$ cat src/rtl/pc_pkg.sv
// Shared definitions for the PC sequencer: next-PC source encoding and target alignment check.
package pc_pkg;

  typedef enum logic [2:0] {
    SEQ,
    BR,
    JMP,
    JR,
    RAS,
    TRAP
  } next_src_e;

  localparam logic [1:0] ALIGN_MASK = 2'b11;

  // A target is misaligned when any bit covered by ALIGN_MASK is set.
  function automatic logic is_misaligned(input logic [1:0] lsb);
    return (lsb & ALIGN_MASK) != 2'b00;
  endfunction

endpackage

$ cat src/rtl/ras_stack.sv
// Circular return-address stack: push overwrites the oldest entry when full,
// occupancy saturates at DEPTH, pop on empty is ignored.
module ras_stack
  import pc_pkg::*;
#(
  parameter int unsigned XLEN  = 32,
  parameter int unsigned DEPTH = 4
) (
  input  logic            clk,
  input  logic            reset,
  input  logic            push,
  input  logic            pop,
  input  logic [XLEN-1:0] push_data,
  output logic [XLEN-1:0] top,
  output logic            valid
);

  localparam int unsigned PTR_W = $clog2(DEPTH);
  localparam int unsigned CNT_W = PTR_W + 1;

  logic [XLEN-1:0]  mem [DEPTH];
  logic [PTR_W-1:0] wr_ptr;
  logic [PTR_W-1:0] top_ptr;
  logic [CNT_W-1:0] count;

  assign top_ptr = wr_ptr - PTR_W'(1);
  assign top     = mem[top_ptr];
  assign valid   = count != '0;

  // Pointer and occupancy; entry contents are left uncleared on reset.
  always_ff @(posedge clk or posedge reset) begin
    if (reset) begin
      wr_ptr <= '0;
      count  <= '0;
    end else if (push) begin
      wr_ptr <= wr_ptr + PTR_W'(1);
      if (count != CNT_W'(DEPTH)) begin
        count <= count + CNT_W'(1);
      end
    end else if (pop && valid) begin
      wr_ptr <= top_ptr;
      count  <= count - CNT_W'(1);
    end
  end

  always_ff @(posedge clk) begin
    if (push) begin
      mem[wr_ptr] <= push_data;
    end
  end

endmodule

$ cat src/rtl/pc_sequencer.sv
// Next-PC sequencer with branch/jump/indirect/trap redirect and optional return-address stack.
// The RAS is built only when PC_SEQUENCER_RAS_EN is defined.
module pc_sequencer
  import pc_pkg::*;
#(
  parameter int unsigned     XLEN      = 32,
  parameter logic [XLEN-1:0] RESET_VEC = '0,
  parameter int unsigned     RAS_DEPTH = 4
) (
  input  logic            clk,
  input  logic            reset,
  input  logic            stall,
  input  logic            br_en,
  input  logic            br_ne,
  input  logic            zero,
  input  logic [XLEN-1:0] br_target,
  input  logic            jmp_en,
  input  logic            call,
  input  logic [XLEN-1:0] jmp_target,
  input  logic            jr_en,
  input  logic            ret,
  input  logic [XLEN-1:0] jr_target,
  input  logic            trap,
  input  logic [XLEN-1:0] trap_vec,
  output logic [XLEN-1:0] pc,
  output logic [XLEN-1:0] pc_plus4,
  output logic            misalign,
  output logic            ras_valid
);

  next_src_e       src;
  logic [XLEN-1:0] target;
  logic [XLEN-1:0] pc_next;
  logic [XLEN-1:0] ras_top;
  logic            misalign_next;
  logic            taken;
  logic            ret_hit;
  logic            bad_align;
  logic            ras_push;
  logic            ras_pop;

  assign pc_plus4 = pc + XLEN'(4);

  // Source selection, alignment rejection and stall/trap handling.
  always_comb begin
    taken         = br_en & (zero ^ br_ne);
    ret_hit       = ret & ras_valid;
    src           = SEQ;
    target        = pc_plus4;
    pc_next       = pc;
    misalign_next = 1'b0;

    if (trap) begin
      src    = TRAP;
      target = trap_vec;
    end else if (jr_en) begin
      src    = ret_hit ? RAS : JR;
      target = ret_hit ? ras_top : jr_target;
    end else if (jmp_en) begin
      src    = JMP;
      target = jmp_target;
    end else if (taken) begin
      src    = BR;
      target = br_target;
    end

    bad_align = (src != TRAP) && is_misaligned(target[1:0]);
    ras_push  = ~stall & (src == JMP) & call;
    ras_pop   = ~stall & (src == RAS);

    if (trap) begin
      pc_next = trap_vec;
    end else if (!stall) begin
      if (bad_align) begin
        pc_next       = trap_vec;
        misalign_next = 1'b1;
      end else begin
        pc_next = target;
      end
    end
  end

  always_ff @(posedge clk or posedge reset) begin
    if (reset) begin
      pc       <= RESET_VEC;
      misalign <= 1'b0;
    end else begin
      pc       <= pc_next;
      misalign <= misalign_next;
    end
  end

`ifdef PC_SEQUENCER_RAS_EN
  ras_stack #(
    .XLEN  (XLEN),
    .DEPTH (RAS_DEPTH)
  ) u_ras (
    .clk       (clk),
    .reset     (reset),
    .push      (ras_push),
    .pop       (ras_pop),
    .push_data (pc_plus4),
    .top       (ras_top),
    .valid     (ras_valid)
  );
`else
  // Without the stack, call/ret have no effect and indirect jumps always use jr_target.
  assign ras_top   = '0;
  assign ras_valid = 1'b0;
  logic unused_ras;
  assign unused_ras = ^{call, ret, ras_push, ras_pop, RAS_DEPTH[0]};
`endif

endmodule

$ cat config.mk
export PLATFORM = sky130hd
export DESIGN_NAME = pc_sequencer
export DESIGN_NICKNAME = d
export VERILOG_FILES = /design/src/rtl/pc_pkg.sv /design/src/rtl/ras_stack.sv /design/src/rtl/pc_sequencer.sv
export SDC_FILE = /design/constraint.sdc
export NUM_CORES = 1
export LEC_CHECK = 0
export ABC_CLOCK_PERIOD_IN_PS = 2400
export CAP_MARGIN = 40
export CORE_ASPECT_RATIO = 1.25
export CORE_MARGIN = 8
export CORE_UTILIZATION = 37
export CTS_CLUSTER_DIAMETER = 40
export CTS_CLUSTER_SIZE = 10
export DETAILED_ROUTE_END_ITERATION = 6
export PLACE_DENSITY = 0.83
export SLEW_MARGIN = 40
export SYNTH_ARGS = -nofsm -noshare
export SYNTH_HDL_FRONTEND = slang
export SYNTH_SLANG_ARGS = --single-unit
$ cat constraint.sdc
create_clock -name clk -period 2.4 [get_ports clk]
set_input_delay 0.24 -clock clk [delete_from_list [all_inputs] [get_ports clk]]
set_output_delay 0.24 -clock clk [all_outputs]
set_load 0.005 [all_outputs]
; Word level (Yosys, flattened, before mapping)
; Cells that the tools add are included.
[word_totals]
out_inout_bits = 66
in_bits = 139
reg_bits = 33
wordCells = 23
[classes]
n_reduce_logical = 2
n_eq_ne = 2
mux = 14
bitwise = 2
n_addsub = 1
[op_table]
columns = op, n
row1 = 2-to-1 mux 32 bit, 7
row2 = "adder 32 x 3 -> 32 bit, second input constant", 1
row3 = 2-to-1 mux 3 bit, 2
row4 = 2-to-1 mux 1 bit, 4
row5 = "inequality test 3 bit, second input constant", 1
row6 = 2-to-1 mux 2 bit, 1
row7 = "inequality test 2 x 1 -> 1 bit, second input constant", 1
row8 = nonzero test 2 bit, 1
row9 = AND 1 bit, 1
row10 = logical AND 1 bit, 1
row11 = bitwise XOR 1 bit, 1

; Logic depth before layout (Yosys ltp)
; Gate-level depths: netlist of run 1.
[logic_depth]
word_depth = 11
ltp_mapped = 8
ltp_nobuf = 7

; Least setup slack after synthesis of run 1
; No wires, ideal clock.
[synth_timing]
path_kind = reg2reg
from = reg pc[2]
to = reg pc[28]
slack_ns = 0.264
path_stages_with_launch = 8
period_less_slack_ns = 2.136
arrival_ns = 2.001
t_required_ns = 2.265
cell_sequence = dfrtp_1 > ha_1 > inv_1 > nor4_4 > nand4_1 > xnor2_1 > a2111oi_0 > o31ai_1
[synth_via]
elab_chain_len = 8
[synth_rtl]
columns = element, line_no
row1 = from (decl), pc_sequencer.sv:25  ; output logic [XLEN-1:0] pc,
row2 = from (signal assigned), pc_sequencer.sv:88  ; pc <= pc_next;
row3 = adder 32 x 3 -> 32 bit, pc_sequencer.sv:42  ; assign pc_plus4 = pc + XLEN'(4);
row4 = via pc_plus4[28], pc_sequencer.sv:26  ; output logic [XLEN-1:0] pc_plus4,
row5 = 2-to-1 mux 32 bit, pc_sequencer.sv:62  ; end else if (taken) begin
row6 = 2-to-1 mux 32 bit, pc_sequencer.sv:59  ; end else if (jmp_en) begin
row7 = 2-to-1 mux 32 bit, pc_sequencer.sv:56  ; end else if (jr_en) begin
row8 = 2-to-1 mux 32 bit, pc_sequencer.sv:53  ; if (trap) begin
row9 = 2-to-1 mux 32 bit, pc_sequencer.sv:74  ; if (bad_align) begin
row10 = 2-to-1 mux 32 bit, pc_sequencer.sv:73  ; end else if (!stall) begin
row11 = 2-to-1 mux 32 bit, pc_sequencer.sv:71  ; if (trap) begin
; The timed path passes the listed nets, and every way through them passes these cells. The select of a mux whose other input is x is not followed.
; A chain may end at the register's enable or synchronous reset.

; Final worst setup path of run 1
[layout_timing]
from = in br_en
to = reg pc[17]
[layout_via]
elab_chain_len = 10
[layout_rtl]
columns = element, line_no
row1 = from (decl), pc_sequencer.sv:13  ; input logic br_en,
row2 = AND 1 bit *, pc_sequencer.sv:46  ; taken = br_en & (zero ^ br_ne);
row3 = 2-to-1 mux 1 bit or 2-to-1 mux 32 bit (tied branches), pc_sequencer.sv:62
row4 = 2-to-1 mux 2 bit or 2-to-1 mux 32 bit (tied branches), pc_sequencer.sv:59
row5 = 2-to-1 mux 3 bit or 2-to-1 mux 32 bit (tied branches), pc_sequencer.sv:56
row6 = 2-to-1 mux 3 bit or 2-to-1 mux 32 bit (tied branches), pc_sequencer.sv:53
row7 = inequality test 3 bit or nonzero test 2 bit (tied branches), "pc_sequencer.sv:67, pc_pkg.sv:17"
row8 = logical AND 1 bit, pc_sequencer.sv:67  ; bad_align = (src != TRAP) && is_misaligned(target[1:0]);
row9 = 2-to-1 mux 32 bit *, pc_sequencer.sv:74
row10 = 2-to-1 mux 32 bit *, pc_sequencer.sv:73
row11 = 2-to-1 mux 32 bit *, pc_sequencer.sv:71
; Mark *: on every way between the ends. The rest lies on a longest branch, timed or not. The select of a mux whose other input is x is not followed.

==> out/results.ini, run 1 <==
[final_layout]
antenna_cells=0
most-common-layout-cells=179 x clkdlybuf4s50_1, 70 x buf_4, 53 x a21oi_1, 44 x nand2_1, 35 x o21ai_0
drive_above_1_share_pct=17.72
final_common_cell=clkdlybuf4s50_1
layout.cells.non_filler=763
nets=806
nFillCells=659
synthToLayoutAreaGrowth_pct=89.16

[global_route]
grt_pass1_vias=4586
grt_antenna_before_repair=0
grt_pass1_wl_mm=24.05
grtUsageTotal_pct=25.30
overflow=0
grt_max_degree=34

[clock_tree]
cts_root_buf=clkbuf_8
clkTransAtPathRegs_ps=80
hold_buffers=0
cts_buffer_depth=2
cts_buffers=5
insertion_delay_ps=290
htree_levels=2
clkSinkCount=33
cts_tree=yes

[flow_run]
cap_violations=0

[pwr]
ir_drop_mv=0.2713
power.switching_uw=817.3
leakage_nw=2.414
swShare_pct=34.42
powerDensity_nw_per_um2=408.8
internal-power_mw=1.557
p_clk_share_pct=19.0
seq_power_share_pct=30.0
power_frac_comb_pct=51.0

[critical_path]
crit_type=in -> reg
rrSetupSlack_ps=130
rr_worst_depth=10
crit_path_end_kind=flop
r2r-end=pc[28]
crit_arrival_ps=2510
critical-path-slowest-cell=or4_4
crit_chain=clkdlybuf4s50_1 -> inv_2 -> or4_4 -> a311o_1 -> buf_4 -> nor2_2 -> buf_4 -> o21ai_0 -> o21ai_0
start_kind=primary input
r2r_start=pc[11]
cp_data_required_time_ps=2590
slowest_delay_ps=530
crit_fanout=13

[drt]
routedWlPerCell_um=20.29
via_count=4382
drt_wl_total_mm=15.48
ant_nets=0
drtIter0Drc=275
remaining_drc_errors=0
vias_per_cell=5.743
dr.pass1.iters=5

[yosys]
ys_seq_area_share_pct=26.89
mappedNetlistArea_um2=3070
ys.flop_type=dfrtp_1
async_flop_share_pct=100.0
synth_nets=561
yosysUniqueCellTypes=55
yosys_warnings=0
syn_area_per_cell_um2=7.293
synth_seq_cells=33
synth_edf_count=0
netlist_instances=421

[placement]
dp_hpwl_mm=11.90
dp.cells=733
io_buffers=201
routabilityCongestion=0.9191

[timing]
fmax_mhz=432.2
max_slew_margin_pct=66.42
clock_skew_ps=6.955
hold_viol=0
min_period_over_period_pct=96.41
fin_setup_tns_ps=0
fin_crit_ps=2314
worstMarginPinSlew_ps=503.2
setup_violations=0
maxSlewViolCount=0

[floorplanning]
die_h_um=117.9
core_region_area_um2=8148
ioPinCount=205
row_count=37
start_util_pct=37.68
die-area_um2=11490
dieWidth_um=97.48

[worst_hold_path]
hp-class=in -> async

[outcome]
status=completed

Yosys cell counts (5+ instances only):
cell type,count,area [um^2]
and3_1,15,93.84
clkbuf_1,26,97.59
dfrtp_1,33,825.8
xnor2_1,25,219.0
o211ai_1,13,97.59
mux2i_1,6,60.06
nor2_1,29,108.9
nor3_1,8,40.04
o31ai_1,5,37.54
xor2_1,5,43.79
nand2_1,45,168.9
inv_1,12,45.04
o21ai_0,35,175.2
nand4_1,11,68.82
o21ai_1,10,50.05
a221oi_1,5,43.79
nand3_1,18,90.09
a2111oi_0,10,87.58
a21oi_1,53,265.3
critical path, delay by kind of cell:
kind / cells / cell delay, ps
AO/OA/AOI/OAI: 3 / 710
buffers and inverters: 4 / 930
AND/OR/NAND/NOR: 2 / 620
logic make-up (layout without fill, tap and decap cells):
logic type                 count (synthesis)  after routing  synth area share, %
AOI/OAI and AO/OA                        154            154                31.30
and+or+nand+nor                          147            147                23.88
buffers and inverters                     48            293                6.520
DFF                                       33             33                26.89
xor gates and xnor gates                  30             30                8.557
muxes                                      7              7                2.323
adders and majority gates                  1              1               0.4074
other                                      1              1               0.1221
per-stage QoR:
step	total power [mW]	setup WS (ps)	util (%)	cell area [um^2]	hold WS [ps]
final	2.375	86.27	71.28	5808	358.2
after global placement	1.850	-177.4	66.98	5458	523.7
after CTS	2.309	-186.0	68.92	5615	381.6
after global routing	2.497	-65.86	71.28	5808	410.8
after floorplan	1.123	263.9	-	3070	310.8
after detailed placement	1.876	-241.9	66.98	5458	540.4
worst max path at each step:
stage	start	to	cells past startpoint
2_1_floorplan	pc[2]	pc[28]	7
3_3_place_gp	br_en	pc[22]	8
3_5_place_dp	br_en	pc[9]	7
4_1_cts	pc[2]	pc_plus4[31]	7
5_1_grt	pc[6]	pc_plus4[21]	7
6_report	br_en	pc[17]	9
cell type report:
class	count	area, um^2	area share (%)
Sequential cell	33	835.8	14.39
Tap cell	97	121.4	2.090
Clock buffer	7	86.33	1.486
Inverter	13	48.80	0.8402
Multi-Input combinational cell	340	2177	37.48
Timing Repair Buffer	273	2539	43.71
power by group through the flow:
stage	clock network [mW]	registers, mW	logic (mW)
finish	0.452	0.711	1.21
global route	0.474	0.719	1.30
CTS	0.448	0.707	1.16
detailed placement	0	0.714	1.16
global placement	0	0.709	1.14
floorplan	0	0.729	0.394
what timing repair did:
item | CTS | global route
cloned | 0 | 0
resized for setup | 26 | 30
setup buffers | 6 | 17
setup endpoints to repair | 19 | 13
pin swaps | 5 | 10
sequential cells by signal (all words and copies together), names as in the netlist:
name,count
pc,32
misalign,1
layer usage:
| layer | part of all wire, % | track usage (%) | vias up |
|---|---|---|---|
| met4 | 2.6 | 9.307 | 0 |
| met3 | 7.9 | 7.164 | 32 |
| met2 | 53 | 45.49 | 209 |
| met5 | 0 | 0 | - |
| li1 | - | - | 2033 |
| met1 | 37 | 27.20 | 2108 |
Power figures use the tool's default switching activity.
==> run 2: changes to the inputs <==
- GPL_TIMING_DRIVEN: not set -> 0
==> run 2 against run 1 <==
Largest cell class unchanged. Cell area fell by 2.1%. Cell count fell by 0.92%. Wire length grew 15%. Clock power shrank 6.2%. Sequential share of layout area increased by 0.44 points. Via count grew 5.1%. Clock-buffer cell count grew 1. The flow now finishes with violations (setup timing).
==> out/results.ini, run 2 (same netlist as run 1, synthesis figures left out) <==
[outcome]
status=finished with violations
violations=setup timing

[global_route]
grt_pass1_vias=4849
grt_max_degree=21
overflow=0
grtUsageTotal_pct=28.83
grt_pass1_wl_mm=26.69
grt_antenna_before_repair=0

[floorplanning]
dieWidth_um=97.48
start_util_pct=37.68
row_count=37
die-area_um2=11490
die_h_um=117.9
ioPinCount=205
core_region_area_um2=8148

[critical_path]
start_kind=flop
crit_arrival_ps=2240
crit_fanout=6
crit_path_end_kind=primary output
critical-path-slowest-cell=clkdlybuf4s50_1
slowest_delay_ps=530
crit_type=reg -> out
crit_chain=nand4_1 -> buf_4 -> nor3_4 -> buf_4 -> nand4_1 -> xnor2_2 -> clkdlybuf4s50_1
cp_data_required_time_ps=2160

[pwr]
swShare_pct=36.13
leakage_nw=2.284
ir_drop_mv=0.2823
internal-power_mw=1.498
total_power_mw=2.346
seq_power_share_pct=31.5
powerDensity_nw_per_um2=412.6
power.switching_uw=847.6
p_clk_share_pct=18.1
power_frac_comb_pct=50.5

[clock_tree]
clkSinkCount=33
insertion_delay_ps=290
clkTransAtPathRegs_ps=70
htree_levels=2
hold_buffers=0
cts_root_buf=clkbuf_8
cts_buffers=5
cts_tree=yes
cts_buffer_depth=2

[placement]
routabilityCongestion=0.9620
io_buffers=200
dp_hpwl_mm=12.85
dpl_cell_area_um2=5224

[worst_hold_path]
hp-class=in -> async

[timing]
maxSlewViolCount=0
setup_violations=3
fmax_mhz=403.2
setup_ws_ps=-80.13
grt_setup_unrepaired=true
clock_skew_ps=5.123
hold_viol=0
min_period_over_period_pct=103.3
worstMarginPinSlew_ps=773.3
fin_crit_ps=2480
max_slew_margin_pct=48.45

[final_layout]
antenna_cells=0
drive_above_1_share_pct=14.57
regMostFlops=pc
finalCoreUtilization_pct=69.78
synthToLayoutAreaGrowth_pct=85.17
design_area_um2=5685
reg_top3=pc x32, misalign x1
nets=798
final_common_cell=clkdlybuf4s50_1
most-common-layout-cells=182 x clkdlybuf4s50_1, 53 x a21oi_1, 43 x nand2_1, 35 x buf_4, 35 x o21ai_0
largest_register_ffs=32

[drt]
ant_nets=0
drt_wl_total_mm=17.75
vias_per_cell=6.093
drtIter0Drc=364
routedWlPerCell_um=23.48
via_count=4606
remaining_drc_errors=0
dr.pass1.iters=7

[flow_run]
cap_violations=0

-- run 2: final cells by class --
cell class	instances	area (um^2)
timing repair buffer	230	2222
multi-input combinational	340	2205
tap	97	121.4
buffer	35	165.2
fill	664	2462
inverter	13	48.80
clock buffer	8	80.08
sequential	33	843.3
-- run 2: power by group through the flow --
stage                     Sequential (mW)  Combinational [mW]  Clock [mW]
after floorplan                     0.729               0.394           0
after global placement              0.745                1.05           0
after detailed placement            0.749                1.07           0
after CTS                           0.728                1.15       0.420
after global routing                0.746                1.26       0.441
final                               0.738                1.18       0.424
-- run 2: through the flow --
| step | setup slack [ps] | cells | hold slack (ps) | setup TNS (ps) |
|---|---|---|---|---|
| floorplan | 263.9 | 421 | 310.8 | 0 |
| global placement | -485.1 | 718 | 521.0 | -14610 |
| detailed placement | -452.2 | 719 | 530.7 | -12500 |
| CTS | -111.8 | 751 | 254.8 | -111.8 |
| global route | -128.7 | 756 | 277.1 | -517.9 |
| finish | -80.13 | 756 | 249.2 | -154.1 |
-- run 2: per-layer routing --
metal  track usage, %  vias to the layer above  part of all wire [%]
met4            16.05                        0                   4.3
met1            30.89                     2132                    35
li1                 -                     2019                     -
met2            49.87                      386                    50
met3            7.692                       69                    11
met5                0                        -                     0
-- run 2: repair_timing --
action | in CTS | in global routing
resized for setup | 51 | 35
buffers inserted | 23 | 5
cloned | 1 | 0
pin swaps | 9 | 9
endpoints found under the setup margin | 32 | 27
-- run 2: final timing paths --
kind	startpoint	endpoint	slack [ps]	cells past startpoint
min in group clk	trap_vec[0]	pc[0]	520	3
hold reg to reg	pc[31]	pc[31]	550	2
max in group asynchronous	reset	pc[9]	1690	3
setup / recovery	pc[15]	pc_plus4[28]	-80	7
hold / removal	reset	pc[21]	250	2
setup reg to reg	pc[11]	pc[29]	120	10
-- run 2: critical path, delay by kind of cell (launching register included) --
kind	cells	cell delay [ps]
xor gates and xnor gates	1	200
buffers and inverters	3	890
DFF	1	480
and+or+nand+nor	3	390
==> run 3: changes to the inputs <==
- SETUP_SLACK_MARGIN: not set -> 0.5
==> run 3 against run 2 <==
Cell count grew 7.5%. Die area is the same. Global-route usage grew 2.3 points. Clock-buffer cell count is the same. Sequential share of layout area shrank 2.2 points. The run now ends clean. Total power grew 13%. Fmax grew 3.9%. Cell area grew 18%. Hold slack lost 5.4 ps. Clock power grew 4%. Clock skew grew 3.4 ps. Flip-flop and latch count is the same. Critical endpoint is now pc_plus4[21].
==> out/results.ini, run 3 (same netlist as run 1, synthesis figures left out) <==
[drt]
via_count=5111
remaining_drc_errors=0
dr.pass1.iters=5
vias_per_cell=6.287
drtIter0Drc=503
drt_wl_total_mm=20.60
routedWlPerCell_um=25.34
ant_nets=0

[timing]
fin_crit_ps=2387
worstMarginPinSlew_ps=879.2
max_slew_margin_pct=41.39
min_period_over_period_pct=99.46
clock_skew_ps=8.476
setup_violations=0
fmax_mhz=418.9
grt_setup_unrepaired=true
maxSlewViolCount=0
hold_viol=0

[placement]
dp_hpwl_mm=12.73
dpl_cell_area_um2=5254
io_buffers=200
routabilityCongestion=0.9093

[pwr]
internal-power_mw=1.631
power.switching_mw=1.009
seq_power_share_pct=28.4
powerDensity_nw_per_um2=394.4
leakage_nw=2.821
total_power_mw=2.640
swShare_pct=38.23
ir_drop_mv=0.2710
power_frac_comb_pct=54.9
p_clk_share_pct=16.7

[final_layout]
nFillCells=497
drive_above_1_share_pct=35.47
synthToLayoutAreaGrowth_pct=118.0
final_common_cell=clkdlybuf4s50_1
most-common-layout-cells=166 x clkdlybuf4s50_1, 56 x buf_4, 43 x a21oi_1, 40 x nand2_1, 37 x buf_6
design_area_um2=6694
regMostFlops=pc
nets=855
antenna_cells=0
reg_top3=pc x32, misalign x1
largest_register_ffs=32

[global_route]
grtUsageTotal_pct=31.14
grt_pass1_vias=5261
grt_antenna_before_repair=0
grt_max_degree=22
grt_pass1_wl_mm=28.66
overflow=0

[clock_tree]
htree_levels=2
cts_root_buf=clkbuf_8
clkSinkCount=33
clkTransAtPathRegs_ps=80
insertion_delay_ps=300
cts_buffers=5
cts_buffer_depth=2
cts_tree=yes

[floorplanning]
ioPinCount=205
die-area_um2=11490
dieWidth_um=97.48
die_h_um=117.9
core_region_area_um2=8148
start_util_pct=37.68
row_count=37

[critical_path]
crit_type=reg -> out
start_kind=flop
crit_path_end_kind=primary output
crit_chain=nand4_1 -> nor4_4 -> buf_6 -> buf_6 -> buf_6 -> nand4_1 -> xnor2_2 -> buf_2
crit_arrival_ps=2150
crit_fanout=3
critical-path-slowest-cell=nor4_4
slowest_delay_ps=430
cp_data_required_time_ps=2160
crit_path_frequent_cell=buf_6

[worst_hold_path]
hp-class=in -> async

[flow_run]
cap_violations=0

[outcome]
status=completed

run 3: cell types whose count changed in the layout (fill, tap and decap cells not counted), moves of 9 or more:
| cell | delta |
|---|---|
| buf_4 | +21 |
| xnor2_1 | -11 |
| clkbuf_2 | +15 |
| buf_2 | +18 |
| xnor2_2 | +9 |
| clkbuf_1 | -15 |
| a21oi_1 | -10 |
| a21oi_2 | +9 |
| clkdlybuf4s50_1 | -16 |
| buf_6 | +36 |
run 3: per-stage QoR:
step	std cells	hold slack, ps	worst slack, ps	utilization [%]	setup TNS [ps]
2_1_floorplan	421	310.8	455.3	-	0
3_3_place_gp	718	522.0	-415.3	64.11	-9716
3_5_place_dp	719	536.5	-362.3	64.48	-8633
4_1_cts	787	254.5	113.9	75.94	0
5_1_grt	813	277.3	-103.7	82.16	-349.1
6_report	813	243.8	13.07	82.16	0
run 3: layer usage:
metal	vias to the layer above	wire length [um]	global-route usage, %
met2	443	10060	52.32
met4	0	1346	20.89
li1	2133	-	-
met5	-	0	0
met3	131	2317	7.340
met1	2404	6875	33.96
run 3: what timing repair did:
action,4_1_cts,5_1_grt
pin swaps,54,38
hold buffers,0,0
gates cloned,1,0
resized for setup,233,102
setup endpoints to repair,60,57
endpoints found under the hold margin,0,0
buffers inserted,59,26
run 3: power by group through the flow:
stage / sequential, mW / clock (mW) / combinational [mW]
2_1_floorplan: 0.733 / 0 / 0.398
3_3_place_gp: 0.749 / 0 / 1.05
3_5_place_dp: 0.753 / 0 / 1.07
4_1_cts: 0.730 / 0.429 / 1.27
5_1_grt: 0.754 / 0.452 / 1.52
6_report: 0.749 / 0.441 / 1.45
run 3: path summary, 6_finish.rpt:
path	depth (start not counted)	slack (ps)	endpoint	start
max reg2reg	12	130	pc[26]	pc[10]
max in group asynchronous	3	1710	pc[8]	reset
min in group clk	5	480	pc[20]	br_en
min reg2reg	2	570	pc[1]	pc[1]
max	8	10	pc_plus4[21]	pc[10]
min	2	240	pc[21]	reset
run 3: final cells by class:
cell class                 count  area, um^2  share of cell area [%]
sequential                    33       844.6                   12.62
clock buffer                   8       80.08                   1.196
inverter                      13       56.30                  0.8411
buffer                        35       206.4                   3.084
multi-input combinational    340        2689                   40.17
tap                           97       121.4                   1.813
timing repair buffer         287        2696                   40.28
run 3: worst max-delay path, delay by kind of cell, from the launching register on:
| family | cells | cell delay, ps |
|---|---|---|
| simple gates | 3 | 770 |
| buf+inv | 4 | 480 |
| flops | 1 | 400 |
| xor+xnor | 1 | 200 |
